$ cat config.mk
export PLATFORM = sky130hd
export DESIGN_NAME = scariv_lsu_replay_sender
export DESIGN_NICKNAME = d
export VERILOG_FILES = /design/src/rtl/scariv_lsu_replay_sender.sv
export SDC_FILE = /design/constraint.sdc
export NUM_CORES = 2
export LEC_CHECK = 0
export BUFFER_PORTS_ARGS = -buffer_cell sky130_fd_sc_hd__buf_2
export CORE_ASPECT_RATIO = 2
export CORE_MARGIN = 2
export CORE_UTILIZATION = 35
export CTS_CLUSTER_DIAMETER = 30
export CTS_CLUSTER_SIZE = 14
export DETAILED_ROUTE_END_ITERATION = 12
export GPL_TIMING_DRIVEN = 0
export SKIP_CTS_REPAIR_TIMING = 1
export SKIP_LAST_GASP = 1
export SLEW_MARGIN = 20
export SYNTH_ARGS = -nofsm -noshare
export SYNTH_HDL_FRONTEND = slang
export SYNTH_SLANG_ARGS = --single-unit
$ cat constraint.sdc
create_clock -name i_clk -period 64.7 [get_ports i_clk]
set_input_delay 9.705 -clock i_clk [delete_from_list [all_inputs] [get_ports i_clk]]
set_output_delay 9.705 -clock i_clk [all_outputs]
set_load 0.05 [all_outputs]
$ cat src/rtl/scariv_lsu_replay_sender.sv
// scariv_lsu_replay_sender
//   Transmit side of the LSU replay path. EX2 hazard reports are parked in a
//   small entry pool until their hazard clears, then the oldest cleared entry
//   is moved into a registered valid/ready output stage for the front-end
//   arbiter.
//
// Ports
//   i_clk, i_reset          clock, asynchronous active-high reset
//   i_haz_*                 EX2 hazard report (cmt/grp id, type, wake index, payload)
//   i_missu_resolve_oh      miss-unit entries resolved this cycle
//   i_missu_is_full         miss unit full (typ 1 waits for it to drop)
//   i_stq_resolve_oh        store-queue rs2 resolved this cycle
//   i_flush_all             kill everything
//   i_br_flush_*            kill everything strictly younger than the branch
//   o_full, o_almost_full   registered occupancy flags
//   o_req_*, i_req_ready    replay request towards the arbiter
//
// Configuration
//   LSU_REPLAY_PERF_CNT_EN  adds o_perf_replay_cnt (handshakes) and
//                           o_perf_full_cyc (cycles with o_full=1), both saturating.
module scariv_lsu_replay_sender #(
    parameter int ENTRY_SIZE = 8,
    parameter int CMT_ID_W   = 6,
    parameter int GRP_W      = 5,
    parameter int MISSU_N    = 4,
    parameter int STQ_N      = 16,
    parameter int PAYLOAD_W  = 96
) (
    input  logic                 i_clk,
    input  logic                 i_reset,
    input  logic                 i_haz_valid,
    input  logic [CMT_ID_W-1:0]  i_haz_cmt_id,
    input  logic [GRP_W-1:0]     i_haz_grp_id,
    input  logic [1:0]           i_haz_typ,
    input  logic [3:0]           i_haz_idx,
    input  logic [PAYLOAD_W-1:0] i_haz_payload,
    input  logic [MISSU_N-1:0]   i_missu_resolve_oh,
    input  logic                 i_missu_is_full,
    input  logic [STQ_N-1:0]     i_stq_resolve_oh,
    input  logic                 i_flush_all,
    input  logic                 i_br_flush_valid,
    input  logic [CMT_ID_W-1:0]  i_br_cmt_id,
    input  logic [GRP_W-1:0]     i_br_grp_id,
    output logic                 o_full,
    output logic                 o_almost_full,
    output logic                 o_req_valid,
    input  logic                 i_req_ready,
    output logic [CMT_ID_W-1:0]  o_req_cmt_id,
    output logic [GRP_W-1:0]     o_req_grp_id,
    output logic [1:0]           o_req_haz_typ,
    output logic [PAYLOAD_W-1:0] o_req_payload
`ifdef LSU_REPLAY_PERF_CNT_EN
    ,
    output logic [31:0]          o_perf_replay_cnt,
    output logic [31:0]          o_perf_full_cyc
`endif
);

    localparam int IDX_N = 16;  // range of the 4-bit wake index
    localparam int ENT_W = (ENTRY_SIZE > 1) ? $clog2(ENTRY_SIZE) : 1;
    localparam int CNT_W = $clog2(ENTRY_SIZE + 1);

    typedef enum logic [1:0] {E_FREE, E_WAIT, E_READY, E_SEL} ent_state_e;

    typedef struct packed {
        logic [CMT_ID_W-1:0]  cmt_id;
        logic [GRP_W-1:0]     grp_id;
        logic [1:0]           typ;
        logic [3:0]           idx;
        logic [PAYLOAD_W-1:0] payload;
    } ent_t;

    // a older than b: lower bits compare, inverted when the wrap bits differ;
    // same cmt_id falls back to grp_id where the lower one-hot bit is older.
    function automatic logic is_older(input logic [CMT_ID_W-1:0] a_cmt, input logic [GRP_W-1:0] a_grp,
                                      input logic [CMT_ID_W-1:0] b_cmt, input logic [GRP_W-1:0] b_grp);
        logic lower;
        lower = a_cmt[CMT_ID_W-2:0] < b_cmt[CMT_ID_W-2:0];
        if (a_cmt == b_cmt)                          is_older = a_grp < b_grp;
        else if (a_cmt[CMT_ID_W-1] == b_cmt[CMT_ID_W-1]) is_older = lower;
        else                                         is_older = ~lower;
    endfunction

    function automatic logic wake_hit(input logic [1:0] typ, input logic [3:0] idx, input logic missu_full,
                                      input logic [IDX_N-1:0] missu_res, input logic [IDX_N-1:0] stq_res);
        case (typ)
            2'd0:    wake_hit = 1'b1;
            2'd1:    wake_hit = ~missu_full;
            2'd2:    wake_hit = missu_res[idx];
            default: wake_hit = stq_res[idx];
        endcase
    endfunction

    ent_state_e           state_q [ENTRY_SIZE];
    ent_state_e           state_d [ENTRY_SIZE];
    ent_t                 ent_q   [ENTRY_SIZE];
    ent_t                 ent_d   [ENTRY_SIZE];

    logic                 out_valid_q, out_valid_d;
    logic [ENT_W-1:0]     out_idx_q, out_idx_d;
    logic [CMT_ID_W-1:0]  out_cmt_q, out_cmt_d;
    logic [GRP_W-1:0]     out_grp_q, out_grp_d;
    logic [1:0]           out_typ_q, out_typ_d;
    logic [PAYLOAD_W-1:0] out_pl_q, out_pl_d;
    logic                 full_q, full_d;
    logic                 afull_q, afull_d;

    logic [IDX_N-1:0]      missu_res_ext, stq_res_ext;
    logic [ENTRY_SIZE-1:0] kill;
    logic                  out_kill, hs, load, alloc, rep_kill;
    logic                  sel_found, alloc_found;
    logic [ENT_W-1:0]      sel_idx, alloc_idx;
    logic [CNT_W-1:0]      cnt_d;

    always_comb begin
        missu_res_ext = '0;
        stq_res_ext   = '0;
        for (int i = 0; i < MISSU_N; i++) missu_res_ext[i] = i_missu_resolve_oh[i];
        for (int i = 0; i < STQ_N; i++)   stq_res_ext[i]   = i_stq_resolve_oh[i];
    end

    always_comb begin
        kill = '0;
        for (int i = 0; i < ENTRY_SIZE; i++) begin
            kill[i] = (state_q[i] != E_FREE) &&
                      (i_flush_all || (i_br_flush_valid &&
                       is_older(i_br_cmt_id, i_br_grp_id, ent_q[i].cmt_id, ent_q[i].grp_id)));
        end
        out_kill = out_valid_q && (i_flush_all || (i_br_flush_valid &&
                   is_older(i_br_cmt_id, i_br_grp_id, out_cmt_q, out_grp_q)));
        // a killed held request never completes a handshake
        hs = out_valid_q && i_req_ready && !out_kill;

        sel_found = 1'b0;
        sel_idx   = '0;
        for (int i = 0; i < ENTRY_SIZE; i++) begin
            if (state_q[i] == E_READY && !kill[i] &&
                (!sel_found || is_older(ent_q[i].cmt_id, ent_q[i].grp_id,
                                        ent_q[sel_idx].cmt_id, ent_q[sel_idx].grp_id))) begin
                sel_found = 1'b1;
                sel_idx   = ENT_W'(i);
            end
        end
        // only refill an idle stage or one draining this cycle, so a held
        // request is never displaced by an older latecomer
        load = sel_found && (!out_valid_q || hs) && !out_kill;

        alloc_found = 1'b0;
        alloc_idx   = '0;
        for (int i = 0; i < ENTRY_SIZE; i++) begin
            if (!alloc_found && state_q[i] == E_FREE) begin
                alloc_found = 1'b1;
                alloc_idx   = ENT_W'(i);
            end
        end
        rep_kill = i_flush_all || (i_br_flush_valid &&
                   is_older(i_br_cmt_id, i_br_grp_id, i_haz_cmt_id, i_haz_grp_id));
        alloc    = i_haz_valid && !full_q && alloc_found && !rep_kill;

        for (int i = 0; i < ENTRY_SIZE; i++) begin
            state_d[i] = state_q[i];
            ent_d[i]   = ent_q[i];
            case (state_q[i])
                E_WAIT:  if (wake_hit(ent_q[i].typ, ent_q[i].idx, i_missu_is_full, missu_res_ext, stq_res_ext))
                             state_d[i] = E_READY;
                E_READY: if (load && sel_idx == ENT_W'(i)) state_d[i] = E_SEL;
                E_SEL:   if (hs && out_idx_q == ENT_W'(i)) state_d[i] = E_FREE;
                default: ;
            endcase
            if (kill[i]) state_d[i] = E_FREE;
        end

        // wake condition checked on the report itself so a same-cycle resolve is not lost
        if (alloc) begin
            state_d[alloc_idx] = wake_hit(i_haz_typ, i_haz_idx, i_missu_is_full, missu_res_ext, stq_res_ext)
                                 ? E_READY : E_WAIT;
            ent_d[alloc_idx].cmt_id  = i_haz_cmt_id;
            ent_d[alloc_idx].grp_id  = i_haz_grp_id;
            ent_d[alloc_idx].typ     = i_haz_typ;
            ent_d[alloc_idx].idx     = i_haz_idx;
            ent_d[alloc_idx].payload = i_haz_payload;
        end

        cnt_d = '0;
        for (int i = 0; i < ENTRY_SIZE; i++) begin
            if (state_d[i] != E_FREE) cnt_d = cnt_d + CNT_W'(1);
        end
        full_d  = (cnt_d == CNT_W'(ENTRY_SIZE));
        afull_d = (cnt_d >= CNT_W'(ENTRY_SIZE - 1));

        out_valid_d = out_valid_q && !hs && !out_kill;
        out_idx_d   = out_idx_q;
        out_cmt_d   = out_cmt_q;
        out_grp_d   = out_grp_q;
        out_typ_d   = out_typ_q;
        out_pl_d    = out_pl_q;
        if (load) begin
            out_valid_d = 1'b1;
            out_idx_d   = sel_idx;
            out_cmt_d   = ent_q[sel_idx].cmt_id;
            out_grp_d   = ent_q[sel_idx].grp_id;
            out_typ_d   = ent_q[sel_idx].typ;
            out_pl_d    = ent_q[sel_idx].payload;
        end
    end

    always_ff @(posedge i_clk or posedge i_reset) begin
        if (i_reset) begin
            for (int i = 0; i < ENTRY_SIZE; i++) begin
                state_q[i] <= E_FREE;
                ent_q[i]   <= '0;
            end
            out_valid_q <= 1'b0;
            out_idx_q   <= '0;
            out_cmt_q   <= '0;
            out_grp_q   <= '0;
            out_typ_q   <= '0;
            out_pl_q    <= '0;
            full_q      <= 1'b0;
            afull_q     <= 1'b0;
        end else begin
            for (int i = 0; i < ENTRY_SIZE; i++) begin
                state_q[i] <= state_d[i];
                ent_q[i]   <= ent_d[i];
            end
            out_valid_q <= out_valid_d;
            out_idx_q   <= out_idx_d;
            out_cmt_q   <= out_cmt_d;
            out_grp_q   <= out_grp_d;
            out_typ_q   <= out_typ_d;
            out_pl_q    <= out_pl_d;
            full_q      <= full_d;
            afull_q     <= afull_d;
        end
    end

    assign o_full        = full_q;
    assign o_almost_full = afull_q;
    assign o_req_valid   = out_valid_q;
    assign o_req_cmt_id  = out_cmt_q;
    assign o_req_grp_id  = out_grp_q;
    assign o_req_haz_typ = out_typ_q;
    assign o_req_payload = out_pl_q;

`ifdef LSU_REPLAY_PERF_CNT_EN
    logic [31:0] perf_replay_q, perf_replay_d;
    logic [31:0] perf_full_q, perf_full_d;

    always_comb begin
        perf_replay_d = perf_replay_q;
        perf_full_d   = perf_full_q;
        if (hs && !(&perf_replay_q)) perf_replay_d = perf_replay_q + 32'd1;
        if (full_q && !(&perf_full_q)) perf_full_d = perf_full_q + 32'd1;
    end

    always_ff @(posedge i_clk or posedge i_reset) begin
        if (i_reset) begin
            perf_replay_q <= '0;
            perf_full_q   <= '0;
        end else begin
            perf_replay_q <= perf_replay_d;
            perf_full_q   <= perf_full_d;
        end
    end

    assign o_perf_replay_cnt = perf_replay_q;
    assign o_perf_full_cyc   = perf_full_q;
`endif

    // reporting into a full pool is an upstream protocol violation
    a_no_report_when_full: assert property (@(posedge i_clk) disable iff (i_reset) !(i_haz_valid && full_q));

endmodule

==> summary.txt <==
Power
  – Max IR drop VDD: 0.02067 mV
  – Pleak: 28.95 nW
  – Total power: roughly 2.5 mW
  – PD cells: 40.85 mW/mm^2

Global route
  – First-pass GRT wire length: 309300 microns
  – Initial antenna violation count: 47
  – GRT Residual Overflow: 0
  – Vias in the first global route: 44210
  – GRT Total Usage: 27.66%
  – Largest net degree at the start of global routing: 108

Critical path
  – Crit path kind: in -> reg
  – Crit path max-delay family: compound AO/OA/AOI/OAI gates
  – Critical Path RT: 65360 ps
  – Worst path most repeated cell: ha_1
  – R2r startpoint: ent_q[788]
  – Crit-path max FO: 10
  – Critical path arrival: around 45000 ps
  – Slowest cell on crit path: clkbuf_1
  – Critical path launch point type: primary input
  – Worst path buffer plus inverter count: 19
  – CP startpoint: i_br_cmt_id[3]
  – Crit. End Element: flip-flop
  – Max stage delay on crit path: 880 ps

Place
  – Inst Count DP: 6895
  – Post-DP HPWL: 160000 microns
  – # port buffers: 247
  – GP Congestion: around 1

Synth
  – Ys Warns: 0
  – Post-synthesis sequential area ratio: between 40% and 50%
  – Post-synth ARST share: 100.0%
  – Synth Net Count: 5014
  – Post-synth EDFFs: 0
  – Top_reg_cell synth: dfrtp_1
  – Synth cell types: 93
  – Seq cells post-synth: between 1000 and 1500
  – Cells after synthesis: ~4700
  – Mapped Area: 0.05274 sq mm
  – Syn avg cell area: roughly 11 sq um

Clock network
  – Clock buffer count from CTS: 156
  – Clk_lat worst skew: around 800 ps
  – Clock sinks: 1035
  – H-Tree Depth: 4
  – CTS Buffer Depth: 4
  – Reg clk slew, reported paths: 50 ps
  – CTS tree: built
  – Root buffer cell: clkbuf_16

Detailed routing
  – WL final: 216000 microns
  – DR iter-0 viols: 3981
  – Total number of vias: between 40000 and 50000
  – Antenna Nets Post-Route: 0
  – Avg Vias per Cell: 5.910
  – Router iterations before antenna repair: 10
  – DR WL/cell: around 30 microns
  – Drt drc: 0

Cells and area
  – Footprint of the multi-input gates: 0.02513 sq mm
  – Share of post-route cells with drive strength above 1: 29.44%
  – Final cell count without fillers: 7186
  – Reg area: 0.02590 sq mm
  – Area growth from synthesis to layout: 17.81%
  – Final #Nets: ~5400
  – Fill cells: 14470

Timing
  – Max Slew Vio Count: 0
  – Worst-Margin Slew: 1323 ps
  – Final setup fails: 0
  – Tcrit/Tclk final: 67.80%
  – Max Freq: between 20 and 25 MHz
  – Fin crit period: 43870 ps
  – Final setup TNS: 0 ps
  – RSZ-0062 raised after global routing: false
  – Clock Skews: 51.87 ps
  – Worst slew margin: 11.22%
  – Final Hold Violating Endpoints: 0

Run status
  – Outcome: complete, no violations

Floorplan
  – Die Wd: 278.5 microns
  – Die Area: 0.1540 sq mm
  – Initial Util: between 30% and 40%
  – Floorplan row count: 201
  – CORE AREA: 0.1499 sq mm
  – I/O pins: between 200 and 300
  – Die Y: between 500 and 600 microns

Worst hold path
  – Min-Delay Startpoint: o_req_payload[81]
  – Hold Crit Class: reg -> reg

Flow run
  – Number of max-cap violations: 0
[layout make-up]
class / instances / share of cell area (%)
multi-input combinational: 3232 / 40.44
timing repair buffer: 264 / 2.602
tap: 1928 / 3.882
buffer: 316 / 2.128
clock inverter: 84 / 1.641
antenna: 21 / 0.08457
clock buffer: 186 / 6.806
inverter: 120 / 0.7370
sequential: 1035 / 41.68
[worst paths after layout]
check                                    end  depth (start not counted)  slack (ps)
setup / recovery                      o_full                        122       20830
hold / removal             o_req_payload[81]                          2         480
setup reg to reg                      o_full                        122       29500
hold reg to reg            o_req_payload[81]                          2         480
max in group asynchronous   o_req_payload[9]                          7       52870
min in group asynchronous        state_q[13]                          2        9020
[metrics by stage]
step / util (%) / worst slack, ps / hold WS [ps] / instance area [sq um]
6_report: 41.46 / 20830 / 480.0 / 62140
3_5_place_dp: 37.91 / 21060 / 469.7 / 56830
4_1_cts: 41.42 / 21800 / 480.0 / 62080
2_1_floorplan: - / 25870 / 479.6 / 52740
5_1_grt: 41.43 / 20000 / 501.3 / 62100
3_3_place_gp: 37.62 / 14180 / 466.7 / 56390
[flip-flops by register name, summed over array words and instances (netlist names)]
name,flops
ent_q,904
o_almost_full,1
o_full,1
o_req_cmt_id,6
o_req_grp_id,5
o_req_haz_typ,2
o_req_payload,96
o_req_valid,1
out_idx_q,3
state_q,16
[cells in the mapped netlist (52+ instances only)]
cell type | instances | area (sq um)
a21oi_1 | 211 | 1056
a222oi_1 | 197 | 1972
a22o_1 | 69 | 604.3
clkbuf_1 | 242 | 908.4
dfrtp_1 | 1035 | 25900
ha_1 | 160 | 2002
inv_1 | 120 | 450.4
mux2_2 | 847 | 9538
mux4_2 | 54 | 1216
nand2_1 | 690 | 2590
nand3_1 | 52 | 260.3
nor2_1 | 163 | 611.8
o21ai_0 | 177 | 885.9
o21ai_1 | 107 | 535.5
[cells by family (layout without fill, tap and decap cells)]
kind of cell	count (synthesis)	count (layout)	share of synthesized area (%)
mux	918	918	20.72
xor+xnor	27	27	0.4484
compound gates	1021	1021	13.57
buf+inv	436	970	3.331
simple gates	1106	1106	9.029
flops	1035	1035	49.10
fa+ha+maj	160	160	3.796
other cells	0	21	0
[per-layer routing]
layer | vias to the layer above | global-route usage (%) | wire length (microns)
met5 | - | 0 | 143
met4 | 24 | 22.68 | 20940
met3 | 775 | 5.974 | 13710
met2 | 1845 | 48.69 | 108500
met1 | 21660 | 27.93 | 72660
li1 | 18170 | - | -
[cells in the final DEF (no fill, tap or decap), types with 16 or more instances in the layout]
master / netlist / routed
diode_2: 0 / 21
nor2b_1: 38 / 38
o21ai_0: 177 / 174
nand2b_1: 33 / 33
nand2_1: 690 / 690
xnor2_1: 24 / 24
o21ai_1: 107 / 109
o21a_1: 29 / 29
clkbuf_8: 0 / 17
or3_1: 17 / 17
mux2_2: 847 / 847
mux4_2: 54 / 54
clkinv_2: 0 / 19
a21oi_1: 211 / 209
nor3_1: 30 / 29
a22o_1: 69 / 69
o211ai_1: 20 / 20
a211oi_1: 18 / 17
a21o_1: 34 / 34
nand3_1: 52 / 52
inv_1: 120 / 119
buf_2: 48 / 296
nor2_1: 163 / 161
clkbuf_16: 0 / 158
and3_1: 20 / 20
ha_1: 160 / 160
o22ai_1: 18 / 18
clkbuf_1: 242 / 240
mux2i_1: 16 / 16
dfrtp_1: 1035 / 1035
a222oi_1: 197 / 197
[tightest hold or removal path, stage by stage (launching register included)]
cell     delay, ps
dfrtp_1        330
nand2_1         50
o21ai_1         60
[where the power goes]
group	switching (mW)	total [mW]	leakage (nW)	internal [mW]
logic	0.493	0.780	12.9	0.288
clock network	0.328	0.859	2.55	0.531
registers	0.111	0.899	13.5	0.788
total	0.932	2.54	29.0	1.61
No activity file was read; power rests on OpenSTA's default activity.
